--- src/rtl/dtm_pkg.sv ---
// dtm_pkg: shared types and constants for the JTAG debug transport module.
// TAP state encoding, IR opcodes, DMI op/status encodings and DTM version.
package dtm_pkg;

    typedef enum logic [3:0] {
        TAP_TLR,
        TAP_RTI,
        TAP_SEL_DR,
        TAP_CAP_DR,
        TAP_SHIFT_DR,
        TAP_EXIT1_DR,
        TAP_PAUSE_DR,
        TAP_EXIT2_DR,
        TAP_UPD_DR,
        TAP_SEL_IR,
        TAP_CAP_IR,
        TAP_SHIFT_IR,
        TAP_EXIT1_IR,
        TAP_PAUSE_IR,
        TAP_EXIT2_IR,
        TAP_UPD_IR
    } tap_state_e;

    localparam logic [4:0] IR_IDCODE = 5'h01;
    localparam logic [4:0] IR_DTMCS  = 5'h10;
    localparam logic [4:0] IR_DMI    = 5'h11;
    localparam logic [4:0] IR_BYPASS = 5'h1f;

    typedef enum logic [1:0] {
        DMI_NOP   = 2'd0,
        DMI_READ  = 2'd1,
        DMI_WRITE = 2'd2
    } dmi_op_e;

    typedef enum logic [1:0] {
        STAT_OK     = 2'd0,
        STAT_RSVD   = 2'd1,
        STAT_FAILED = 2'd2,
        STAT_BUSY   = 2'd3
    } dmi_stat_e;

    localparam logic [3:0] DTM_VERSION = 4'd1;

endpackage

--- src/rtl/jtag_tap_fsm.sv ---
// jtag_tap_fsm: oversamples tck/tms/tdi on clk, tracks the IEEE 1149.1 TAP
// state, emits one-clk strobes for capture/shift/update and tck falling edge.
// Ports: clk, rst_n, tck, tms, tdi, [trst_n when DTM_TRST_EN], state, tdi_s,
// capture_dr/shift_dr/update_dr, capture_ir/shift_ir/update_ir, tck_fall.
module jtag_tap_fsm
    import dtm_pkg::*;
#(
    parameter int SYNC_STAGES = 2
) (
    input  logic       clk,
    input  logic       rst_n,
    input  logic       tck,
    input  logic       tms,
    input  logic       tdi,
`ifdef DTM_TRST_EN
    input  logic       trst_n,
`endif
    output tap_state_e state,
    output logic       tdi_s,
    output logic       capture_dr,
    output logic       shift_dr,
    output logic       update_dr,
    output logic       capture_ir,
    output logic       shift_ir,
    output logic       update_ir,
    output logic       tck_fall
);

    logic [SYNC_STAGES-1:0] tck_ff;
    logic [SYNC_STAGES-1:0] tms_ff;
    logic [SYNC_STAGES-1:0] tdi_ff;
    logic                   tck_d;
    logic                   tck_s;
    logic                   tms_s;
    logic                   tck_rise;
    logic                   trst_hold;
    tap_state_e             state_nx;

    always_ff @(posedge clk or negedge rst_n) begin
        if (!rst_n) begin
            tck_ff <= '0;
            tms_ff <= '0;
            tdi_ff <= '0;
            tck_d  <= 1'b0;
        end else begin
            tck_ff <= {tck_ff[SYNC_STAGES-2:0], tck};
            tms_ff <= {tms_ff[SYNC_STAGES-2:0], tms};
            tdi_ff <= {tdi_ff[SYNC_STAGES-2:0], tdi};
            tck_d  <= tck_ff[SYNC_STAGES-1];
        end
    end

`ifdef DTM_TRST_EN
    logic [SYNC_STAGES-1:0] trst_ff;

    always_ff @(posedge clk or negedge rst_n) begin
        if (!rst_n) begin
            trst_ff <= '0;
        end else begin
            trst_ff <= {trst_ff[SYNC_STAGES-2:0], trst_n};
        end
    end

    assign trst_hold = ~trst_ff[SYNC_STAGES-1];
`else
    assign trst_hold = 1'b0;
`endif

    assign tck_s    = tck_ff[SYNC_STAGES-1];
    assign tms_s    = tms_ff[SYNC_STAGES-1];
    assign tdi_s    = tdi_ff[SYNC_STAGES-1];
    assign tck_rise = tck_s & ~tck_d;
    assign tck_fall = ~tck_s & tck_d;

    always_ff @(posedge clk or negedge rst_n) begin
        if (!rst_n) begin
            state <= TAP_TLR;
        end else if (trst_hold) begin
            state <= TAP_TLR;
        end else if (tck_rise) begin
            state <= state_nx;
        end
    end

    always_comb begin
        state_nx = state;
        case (state)
            TAP_TLR:      state_nx = tms_s ? TAP_TLR      : TAP_RTI;
            TAP_RTI:      state_nx = tms_s ? TAP_SEL_DR   : TAP_RTI;
            TAP_SEL_DR:   state_nx = tms_s ? TAP_SEL_IR   : TAP_CAP_DR;
            TAP_CAP_DR:   state_nx = tms_s ? TAP_EXIT1_DR : TAP_SHIFT_DR;
            TAP_SHIFT_DR: state_nx = tms_s ? TAP_EXIT1_DR : TAP_SHIFT_DR;
            TAP_EXIT1_DR: state_nx = tms_s ? TAP_UPD_DR   : TAP_PAUSE_DR;
            TAP_PAUSE_DR: state_nx = tms_s ? TAP_EXIT2_DR : TAP_PAUSE_DR;
            TAP_EXIT2_DR: state_nx = tms_s ? TAP_UPD_DR   : TAP_SHIFT_DR;
            TAP_UPD_DR:   state_nx = tms_s ? TAP_SEL_DR   : TAP_RTI;
            TAP_SEL_IR:   state_nx = tms_s ? TAP_TLR      : TAP_CAP_IR;
            TAP_CAP_IR:   state_nx = tms_s ? TAP_EXIT1_IR : TAP_SHIFT_IR;
            TAP_SHIFT_IR: state_nx = tms_s ? TAP_EXIT1_IR : TAP_SHIFT_IR;
            TAP_EXIT1_IR: state_nx = tms_s ? TAP_UPD_IR   : TAP_PAUSE_IR;
            TAP_PAUSE_IR: state_nx = tms_s ? TAP_EXIT2_IR : TAP_PAUSE_IR;
            TAP_EXIT2_IR: state_nx = tms_s ? TAP_UPD_IR   : TAP_SHIFT_IR;
            TAP_UPD_IR:   state_nx = tms_s ? TAP_SEL_DR   : TAP_RTI;
            default:      state_nx = TAP_TLR;
        endcase
    end

    // Actions belong to the state being left on this rising edge.
    always_comb begin
        capture_dr = 1'b0;
        shift_dr   = 1'b0;
        update_dr  = 1'b0;
        capture_ir = 1'b0;
        shift_ir   = 1'b0;
        update_ir  = 1'b0;
        if (tck_rise && !trst_hold) begin
            capture_dr = (state == TAP_CAP_DR);
            shift_dr   = (state == TAP_SHIFT_DR);
            update_dr  = (state == TAP_UPD_DR);
            capture_ir = (state == TAP_CAP_IR);
            shift_ir   = (state == TAP_SHIFT_IR);
            update_ir  = (state == TAP_UPD_IR);
        end
    end

endmodule

--- src/rtl/jtag_dtm.sv ---
// jtag_dtm: RISC-V 0.13 JTAG DTM; owns IR, IDCODE/DTMCS/DMI/BYPASS registers
// and the DMI valid/ready request plus response strobe. Optional DTM_TRST_EN
// adds trst_n. Ports: clk, rst_n, tck/tms/tdi/tdo, dmi_req_*, dmi_resp_*.
module jtag_dtm
    import dtm_pkg::*;
#(
    parameter int          ABITS       = 7,
    parameter logic [31:0] IDCODE      = 32'h1000_0001,
    parameter int          SYNC_STAGES = 2
) (
    input  logic             clk,
    input  logic             rst_n,
    input  logic             tck,
    input  logic             tms,
    input  logic             tdi,
`ifdef DTM_TRST_EN
    input  logic             trst_n,
`endif
    output logic             tdo,
    output logic             dmi_req_valid,
    input  logic             dmi_req_ready,
    output logic [ABITS-1:0] dmi_req_addr,
    output logic [31:0]      dmi_req_data,
    output logic [1:0]       dmi_req_op,
    input  logic             dmi_resp_valid,
    input  logic [31:0]      dmi_resp_data,
    input  logic [1:0]       dmi_resp_op
);

    localparam int DW = ABITS + 34;

    tap_state_e       state;
    logic             tdi_s;
    logic             capture_dr;
    logic             shift_dr;
    logic             update_dr;
    logic             capture_ir;
    logic             shift_ir;
    logic             update_ir;
    logic             tck_fall;

    logic [4:0]       ir;
    logic [4:0]       ir_sr;
    logic [DW-1:0]    dr_sr;
    logic [DW-1:0]    dr_cap;
    logic [DW-1:0]    dr_nx;
    logic [1:0]       dmistat;
    logic [1:0]       cap_op;
    logic             busy;
    logic [ABITS-1:0] last_addr;
    logic [31:0]      resp_data;
    logic [31:0]      dtmcs_val;
    logic             req_ok;

    jtag_tap_fsm #(
        .SYNC_STAGES(SYNC_STAGES)
    ) u_tap (
        .clk        (clk),
        .rst_n      (rst_n),
        .tck        (tck),
        .tms        (tms),
        .tdi        (tdi),
`ifdef DTM_TRST_EN
        .trst_n     (trst_n),
`endif
        .state      (state),
        .tdi_s      (tdi_s),
        .capture_dr (capture_dr),
        .shift_dr   (shift_dr),
        .update_dr  (update_dr),
        .capture_ir (capture_ir),
        .shift_ir   (shift_ir),
        .update_ir  (update_ir),
        .tck_fall   (tck_fall)
    );

    assign dtmcs_val = {14'b0, 3'b0, 3'd1, dmistat, 6'(ABITS), DTM_VERSION};
    assign cap_op    = busy ? STAT_BUSY : dmistat;

    always_comb begin
        dr_cap = '0;
        case (ir)
            IR_IDCODE: dr_cap = DW'(IDCODE);
            IR_DTMCS:  dr_cap = DW'(dtmcs_val);
            // A response landing on the capture clk wins and reads as ok.
            IR_DMI:    dr_cap = dmi_resp_valid
                                ? {last_addr, dmi_resp_data, 2'b00}
                                : {last_addr, resp_data, cap_op};
            default:   dr_cap = '0;
        endcase
    end

    always_comb begin
        dr_nx = {{(DW-1){1'b0}}, tdi_s};
        case (ir)
            IR_DMI:   dr_nx = {tdi_s, dr_sr[DW-1:1]};
            IR_IDCODE,
            IR_DTMCS: dr_nx = {{(DW-32){1'b0}}, tdi_s, dr_sr[31:1]};
            default:  dr_nx = {{(DW-1){1'b0}}, tdi_s};
        endcase
    end

    assign req_ok = (ir == IR_DMI) && (dmistat == STAT_OK) && !busy &&
                    ((dr_sr[1:0] == DMI_READ) || (dr_sr[1:0] == DMI_WRITE));

    always_ff @(posedge clk or negedge rst_n) begin
        if (!rst_n) begin
            ir    <= IR_IDCODE;
            ir_sr <= '0;
            dr_sr <= '0;
            tdo   <= 1'b0;
        end else begin
            if (capture_ir) begin
                ir_sr <= 5'b00001;
            end else if (shift_ir) begin
                ir_sr <= {tdi_s, ir_sr[4:1]};
            end
            if (state == TAP_TLR) begin
                ir <= IR_IDCODE;
            end else if (update_ir) begin
                ir <= ir_sr;
            end
            if (capture_dr) begin
                dr_sr <= dr_cap;
            end else if (shift_dr) begin
                dr_sr <= dr_nx;
            end
            if (state == TAP_TLR) begin
                tdo <= 1'b0;
            end else if (tck_fall) begin
                tdo <= (state == TAP_SHIFT_DR) ? dr_sr[0] :
                       (state == TAP_SHIFT_IR) ? ir_sr[0] : 1'b0;
            end
        end
    end

    always_ff @(posedge clk or negedge rst_n) begin
        if (!rst_n) begin
            dmi_req_valid <= 1'b0;
            dmi_req_addr  <= '0;
            dmi_req_data  <= '0;
            dmi_req_op    <= '0;
            dmistat       <= STAT_OK;
            busy          <= 1'b0;
            last_addr     <= '0;
            resp_data     <= '0;
        end else begin
            if (dmi_req_valid && dmi_req_ready) begin
                dmi_req_valid <= 1'b0;
            end
            if (dmi_resp_valid) begin
                busy      <= 1'b0;
                resp_data <= dmi_resp_data;
                if (dmi_resp_op == STAT_FAILED && dmistat == STAT_OK) begin
                    dmistat <= STAT_FAILED;
                end
            end
            if (capture_dr && ir == IR_DMI && busy && !dmi_resp_valid) begin
                dmistat <= STAT_BUSY;
            end
            if (update_dr && ir == IR_DTMCS) begin
                if (dr_sr[16]) begin
                    dmistat <= STAT_OK;
                end
                if (dr_sr[17]) begin
                    busy          <= 1'b0;
                    dmi_req_valid <= 1'b0;
                end
            end
            if (update_dr && req_ok) begin
                dmi_req_valid <= 1'b1;
                dmi_req_addr  <= dr_sr[DW-1:34];
                dmi_req_data  <= dr_sr[33:2];
                dmi_req_op    <= dr_sr[1:0];
                busy          <= 1'b1;
                last_addr     <= dr_sr[DW-1:34];
            end
        end
    end

endmodule

--- config.mk ---
export PLATFORM = sky130hd
export DESIGN_NAME = jtag_dtm
export DESIGN_NICKNAME = d
export VERILOG_FILES = /design/src/rtl/dtm_pkg.sv /design/src/rtl/jtag_tap_fsm.sv /design/src/rtl/jtag_dtm.sv
export SDC_FILE = /design/constraint.sdc
export NUM_CORES = 1
export LEC_CHECK = 0
export CAP_MARGIN = 40
export CELL_PAD_IN_SITES_DETAIL_PLACEMENT = 1
export CELL_PAD_IN_SITES_GLOBAL_PLACEMENT = 2
export CORE_UTILIZATION = 33
export DETAILED_ROUTE_END_ITERATION = 7
export PLACE_DENSITY_LB_ADDON = 0.1
export SLEW_MARGIN = 20
export SYNTH_ARGS = -nofsm -noshare
export SYNTH_HDL_FRONTEND = slang
export SYNTH_SLANG_ARGS = --single-unit
--- constraint.sdc ---
create_clock -name clk -period 1.85 [get_ports clk]
set_input_delay 0.37 -clock clk [delete_from_list [all_inputs] [get_ports clk]]
set_output_delay 0.37 -clock clk [all_outputs]
set_load 0.01 [all_outputs]
After elaboration in Yosys (flattened, before gate mapping)
Index checks and enable logic that the tools add are counted.
- bits in registers: 140
- latch bits: 0
- bits in writable memories: 0
- memory bits (read-only): 0
- input bits: 41
- output and inout bits: 43
- word-level logic and storage cells: 110
- memories kept: 0
- add/subtract/negate cells: 0
- multiply operators: 0
- divide/modulo/power cells: 0
- $lt $le $gt $ge: 0
- equality and inequality tests: 21
- shift operators: 0
- mux-type cells: 46
- bitwise operators: 4
- reductions and logical operators: 23
- operators by type and width (cell ; count):
    41-bit one-hot mux with 3 select lines ; 1
    41-bit two-way mux ; 2
    41-bit one-hot mux with 2 select lines ; 1
    4-bit one-hot mux with 12 select lines ; 1
    34-bit two-way mux ; 1
    4-bit equality test, second input constant ; 8
    1-bit two-way mux ; 21
    5-bit two-way mux ; 4
    2-bit two-way mux ; 9
    4-bit by 3-bit equality test with 1-bit output, second input constant ; 4
    4-bit two-way mux ; 4
    5-bit equality test, second input constant ; 2
    1-bit logical AND ; 10
    4-bit by 2-bit equality test with 1-bit output, second input constant ; 2
    2-bit nonzero test ; 4
    3-bit two-way mux ; 2
    2-bit OR reduction ; 3
    5-bit by 1-bit equality test with 1-bit output, second input constant ; 1
    2-bit equality test, second input constant ; 2
    4-bit by 1-bit equality test with 1-bit output, second input constant ; 1
    4-bit logical NOT ; 1
    3-bit OR reduction ; 1
    1-bit AND ; 2
    2-bit by 1-bit equality test with 1-bit output, second input constant ; 1
    other kinds (4) ; 6

Longest topological paths before layout
- word-level depth: 9
- mapped depth: 7
- gate-level depth less buffers: 4

Cells and area by module
Synthesis repeated with hierarchy kept, for this count alone.
- cell total of the unflattened synthesis: 476
- area total of the unflattened synthesis: 6145.9 um^2
- modules (own cells, without submodules) (module ; instances ; cells an instance ; area an instance (um^2) ; seq. area each (um^2)):
    jtag_dtm ; 1 ; 413 ; 5551.6 ; 3229.3
    jtag_tap_fsm ; 1 ; 63 ; 594.3 ; 275.3

Worst setup path after synthesis
No wires, ideal clock.
- path type: reg2reg
- from: reg ir[0]
- to: reg dmi_req_data[10]
- setup time: 125 ps
- data arrival time: 1812 ps
- data required time: 1725 ps
- setup slack: -86 ps
- stages on the path, launching flop included: 8
- path buffers: 3
- clock period less this slack: 1936 ps
- path through: dfstp_2 -> clkbuf_1 -> and2_1 -> nor2b_4 -> and3_1 -> buf_4 -> buf_6 -> mux2_2
- word-level cells in the longest chain between the ends: 5
- ends and longest elaborated chain (element ; RTL line ; source):
    from (decl) ; jtag_dtm.sv:42 ; logic [4:0] ir;
    from (signal assigned) ; jtag_dtm.sv:121 ; ir <= ir_sr;
    5-bit equality test ; jtag_dtm.sv:103 ; assign req_ok = (ir == IR_DMI) && (dmistat == STAT_OK) && !busy &&
    1-bit logical AND (3 in a row) ; jtag_dtm.sv:103 ;
    1-bit logical AND ; jtag_dtm.sv:170 ; if (update_dr && req_ok) begin
    to (signal assigned) ; jtag_dtm.sv:173 ; dmi_req_data <= dr_sr[33:2];
    to (decl) ; jtag_dtm.sv:23 ; output logic [31:0] dmi_req_data,
Every way passes these cells.
A chain may end at the register's enable or synchronous reset.

Worst setup path in the final report
- from: reg ir[1]
- to: reg last_addr[0]
- word-level cells in the longest chain between the ends: 5
- ends and longest elaborated chain (element ; RTL line ; source):
    5-bit equality test ; jtag_dtm.sv:103 ;
    1-bit logical AND (3 in a row) ; jtag_dtm.sv:103 ;
    1-bit logical AND ; jtag_dtm.sv:170 ;
    to (signal assigned) ; jtag_dtm.sv:176 ; last_addr <= dr_sr[DW-1:34];
    to (decl) ; jtag_dtm.sv:50 ; logic [ABITS-1:0] last_addr;
Every way passes these cells.

==> results.json <==
{
  "seq_area_frac_synth_pct": 58.6,
  "dp_cells": 815,
  "grt_antenna_before_repair": 0,
  "timing.slew.headroom_pct": 68.0,
  "avgRoutedWirePerCell_um": 19.2,
  "nFillCells": 1802,
  "ys_types": 56,
  "grt_max_degree": 52,
  "slew_violations": 0,
  "htree_levels": 4,
  "max_freq_mhz": 541,
  "grt_first_pass_wirelength_um": 25700,
  "place_area_mm2": 0.00735,
  "num_vias": 4415,
  "ys_async_sr_fraction_pct": 100,
  "syn_nets": 534,
  "syn_to_final_growth_pct": 41.8,
  "end_kind": "flip-flop",
  "fp.dieArea_mm2": 0.0187,
  "final_area_mm2": 0.00847,
  "powerDensity_mw_per_mm2": 1140,
  "initial_utilization_pct": 34.2,
  "synth_top_area_share_pct": 58.2,
  "gr-total-overflow": 0,
  "antenna_cells": 0,
  "cts_buffers": 17,
  "criticalPathCategory": "reg -> reg",
  "path_clk_slew_ps": 60,
  "grt_pass1_vias": 4867,
  "port_buffers": 83,
  "hold_class": "reg -> reg",
  "max-vdd-ir-drop_mv": 0.668,
  "drive_gt1_share_pct": 32.2,
  "initialDrtViolationCount": 161,
  "netlist_area_mm2": 0.00598,
  "io_pins": 84,
  "fp.dieH_um": 137,
  "dpl.hpwl_um": 10700,
  "ys_top_cells_by_count": "dfrtp_1, mux2_2, nor2_1, a221oi_1, o21ai_0",
  "maxCapViolCount": 0,
  "fin_crit_sh_pct": 100,
  "clock_sinks": 140,
  "p_leak_nw": 3.71,
  "dr.pass1.iters": 4,
  "layout_min_cycle_time_ps": 1850,
  "synth-seq-cells": 140,
  "nets": 671,
  "hold_ws_ps": 346,
  "crit_arrival_ps": 2160,
  "finalHoldViolCount": 0,
  "tightest_slew_ps": 476,
  "clockRootBuffer": "clkbuf_16",
  "fin_setup_tns_ps": 0,
  "clock_path_buffers": 2,
  "drcViolationCount": 0,
  "avgSynthCellArea_um2": 12.1,
  "synthTopCellsByArea": "dfrtp_1, mux2_2, nor2_1",
  "critPathLaunchType": "flip-flop",
  "synth_top_cell_by_area": "dfrtp_1",
  "grt_usage_pct": 18.3,
  "num_rows": 48,
  "core_region_area_mm2": 0.0175,
  "vias_per_cell": 5.09,
  "final_util_pct": 48.5,
  "drt.antenna.violating_nets": 0,
  "synth_cells": 493,
  "crit_fanout": 15,
  "worstPathRequired_ps": 2160,
  "tritoncts": "built",
  "insertion_delay_ps": 420,
  "synthFlopType": "dfrtp_1",
  "die_w_um": 137,
  "skew_ps": 8.74,
  "routed_wl_um": 16600,
  "yosysWarningCount": 0,
  "yosys.cell_count.top_type": "dfrtp_1",
  "fin_cells": 868,
  "synth_edf_count": 0,
  "finalSetupViolCount": 0,
  "grt_setup_unrepaired": "yes",
  "gp_congestion": 0.742,
  "outcome": "finished, final reports clean"
}
==> layout by cell type (no fill, tap or decap), types with 3 or more instances in the layout <==
cell	netlist	layout
buf_12	0	9
a21oi_1	15	15
buf_4	4	45
o21ai_1	1	6
nand3_1	12	12
bufinv_16	0	3
mux2_1	3	3
clkbuf_16	0	22
mux2i_1	12	12
nand3b_1	3	3
o21ai_0	25	20
nor2b_1	4	4
nand2_1	19	19
o211ai_1	4	4
a221oi_1	26	9
clkdlybuf4s50_1	0	81
dfrtp_1	139	138
nor2_1	64	63
a221oi_2	0	17
buf_6	5	7
a22oi_1	4	4
mux2_2	70	70
clkbuf_8	0	6
inv_1	10	10
==> state kept, by name, indices dropped and copies added, names as in the netlist <==
signal / flops
u_tap.state: 4
resp_data: 32
u_tap.tck_ff: 2
dr_sr: 41
u_tap.tck_d: 1
last_addr: 7
busy: 1
u_tap.tms_ff: 2
dmi_req_op: 2
ir_sr: 5
dmistat: 2
dmi_req_valid: 1
ir: 5
tdo: 1
dmi_req_data: 32
u_tap.tdi_ff: 2
==> final timing paths <==
path / cells past startpoint / end / start / slack, ps
max: 5 / last_addr[0] / ir[1] / 0.2
min: 0 / u_tap.tms_ff[1] / u_tap.tms_ff[0] / 350
max reg2reg: 5 / last_addr[0] / ir[1] / 0.2
min reg2reg: 0 / u_tap.tms_ff[1] / u_tap.tms_ff[0] / 350
max in group asynchronous: 3 / resp_data[25] / rst_n / 840
min in group asynchronous: 2 / resp_data[15] / rst_n / 410
==> cells by family after synthesis <==
logic type	Yosys count	share of synthesized area, %
xor gates and xnor gates	1	0.147
muxes	85	15.8
DFF	140	58.6
and+or+nand+nor	128	10.2
buffers and inverters	44	3.83
AOI/OAI and AO/OA	95	11.4
==> per-layer routing <==
| metal | vias to the layer above | wire, um | track usage, % |
|---|---|---|---|
| met5 | - | 0 | 0 |
| met4 | 0 | 254 | 6.36 |
| met3 | 22 | 558 | 3.63 |
| met2 | 75 | 8380 | 31.0 |
| met1 | 2272 | 7440 | 23.3 |
| li1 | 2046 | - | - |
==> power breakdown <==
| part | internal (W) | switching, W |
|---|---|---|
| Sequential | 0.00356 | 0.000456 |
| Clock | 0.00234 | 0.00132 |
| Combinational | 0.000991 | 0.00101 |
==> layout make-up <==
type / instances / area [um2] / area share [%]
Tap cell: 225 / 282 / 3.32
Clock buffer: 24 / 512 / 6.04
Inverter: 10 / 37.5 / 0.443
Clock inverter: 8 / 128 / 1.51
Multi-Input combinational cell: 309 / 2400 / 28.4
Timing Repair Buffer: 152 / 1610 / 18.9
Sequential cell: 140 / 3510 / 41.4
==> through the flow <==
stage,power [W],setup WS (ps)
global placement,0.00570,-21.0
detailed placement,0.00578,-86.8
CTS,0.00955,-1.79
floorplan,0.00491,-14.0
global route,0.0102,-69.8
finish,0.00967,0.201
==> critical path, stage by stage (launching register included) <==
cell,delay (ps)
dfrtp_1,370
or3_4,410
nor2b_4,130
and3_4,280
buf_12,180
mux2_2,350
==> repair_timing <==
item	CTS	global route
gates resized for setup	6	38
hold buffers	1	0
setup endpoints to repair	53	81
pin swaps	1	8
gates cloned	1	6
setup buffers	5	8
hold endpoints to repair	31	0
No activity file was read; power rests on OpenSTA's default activity.
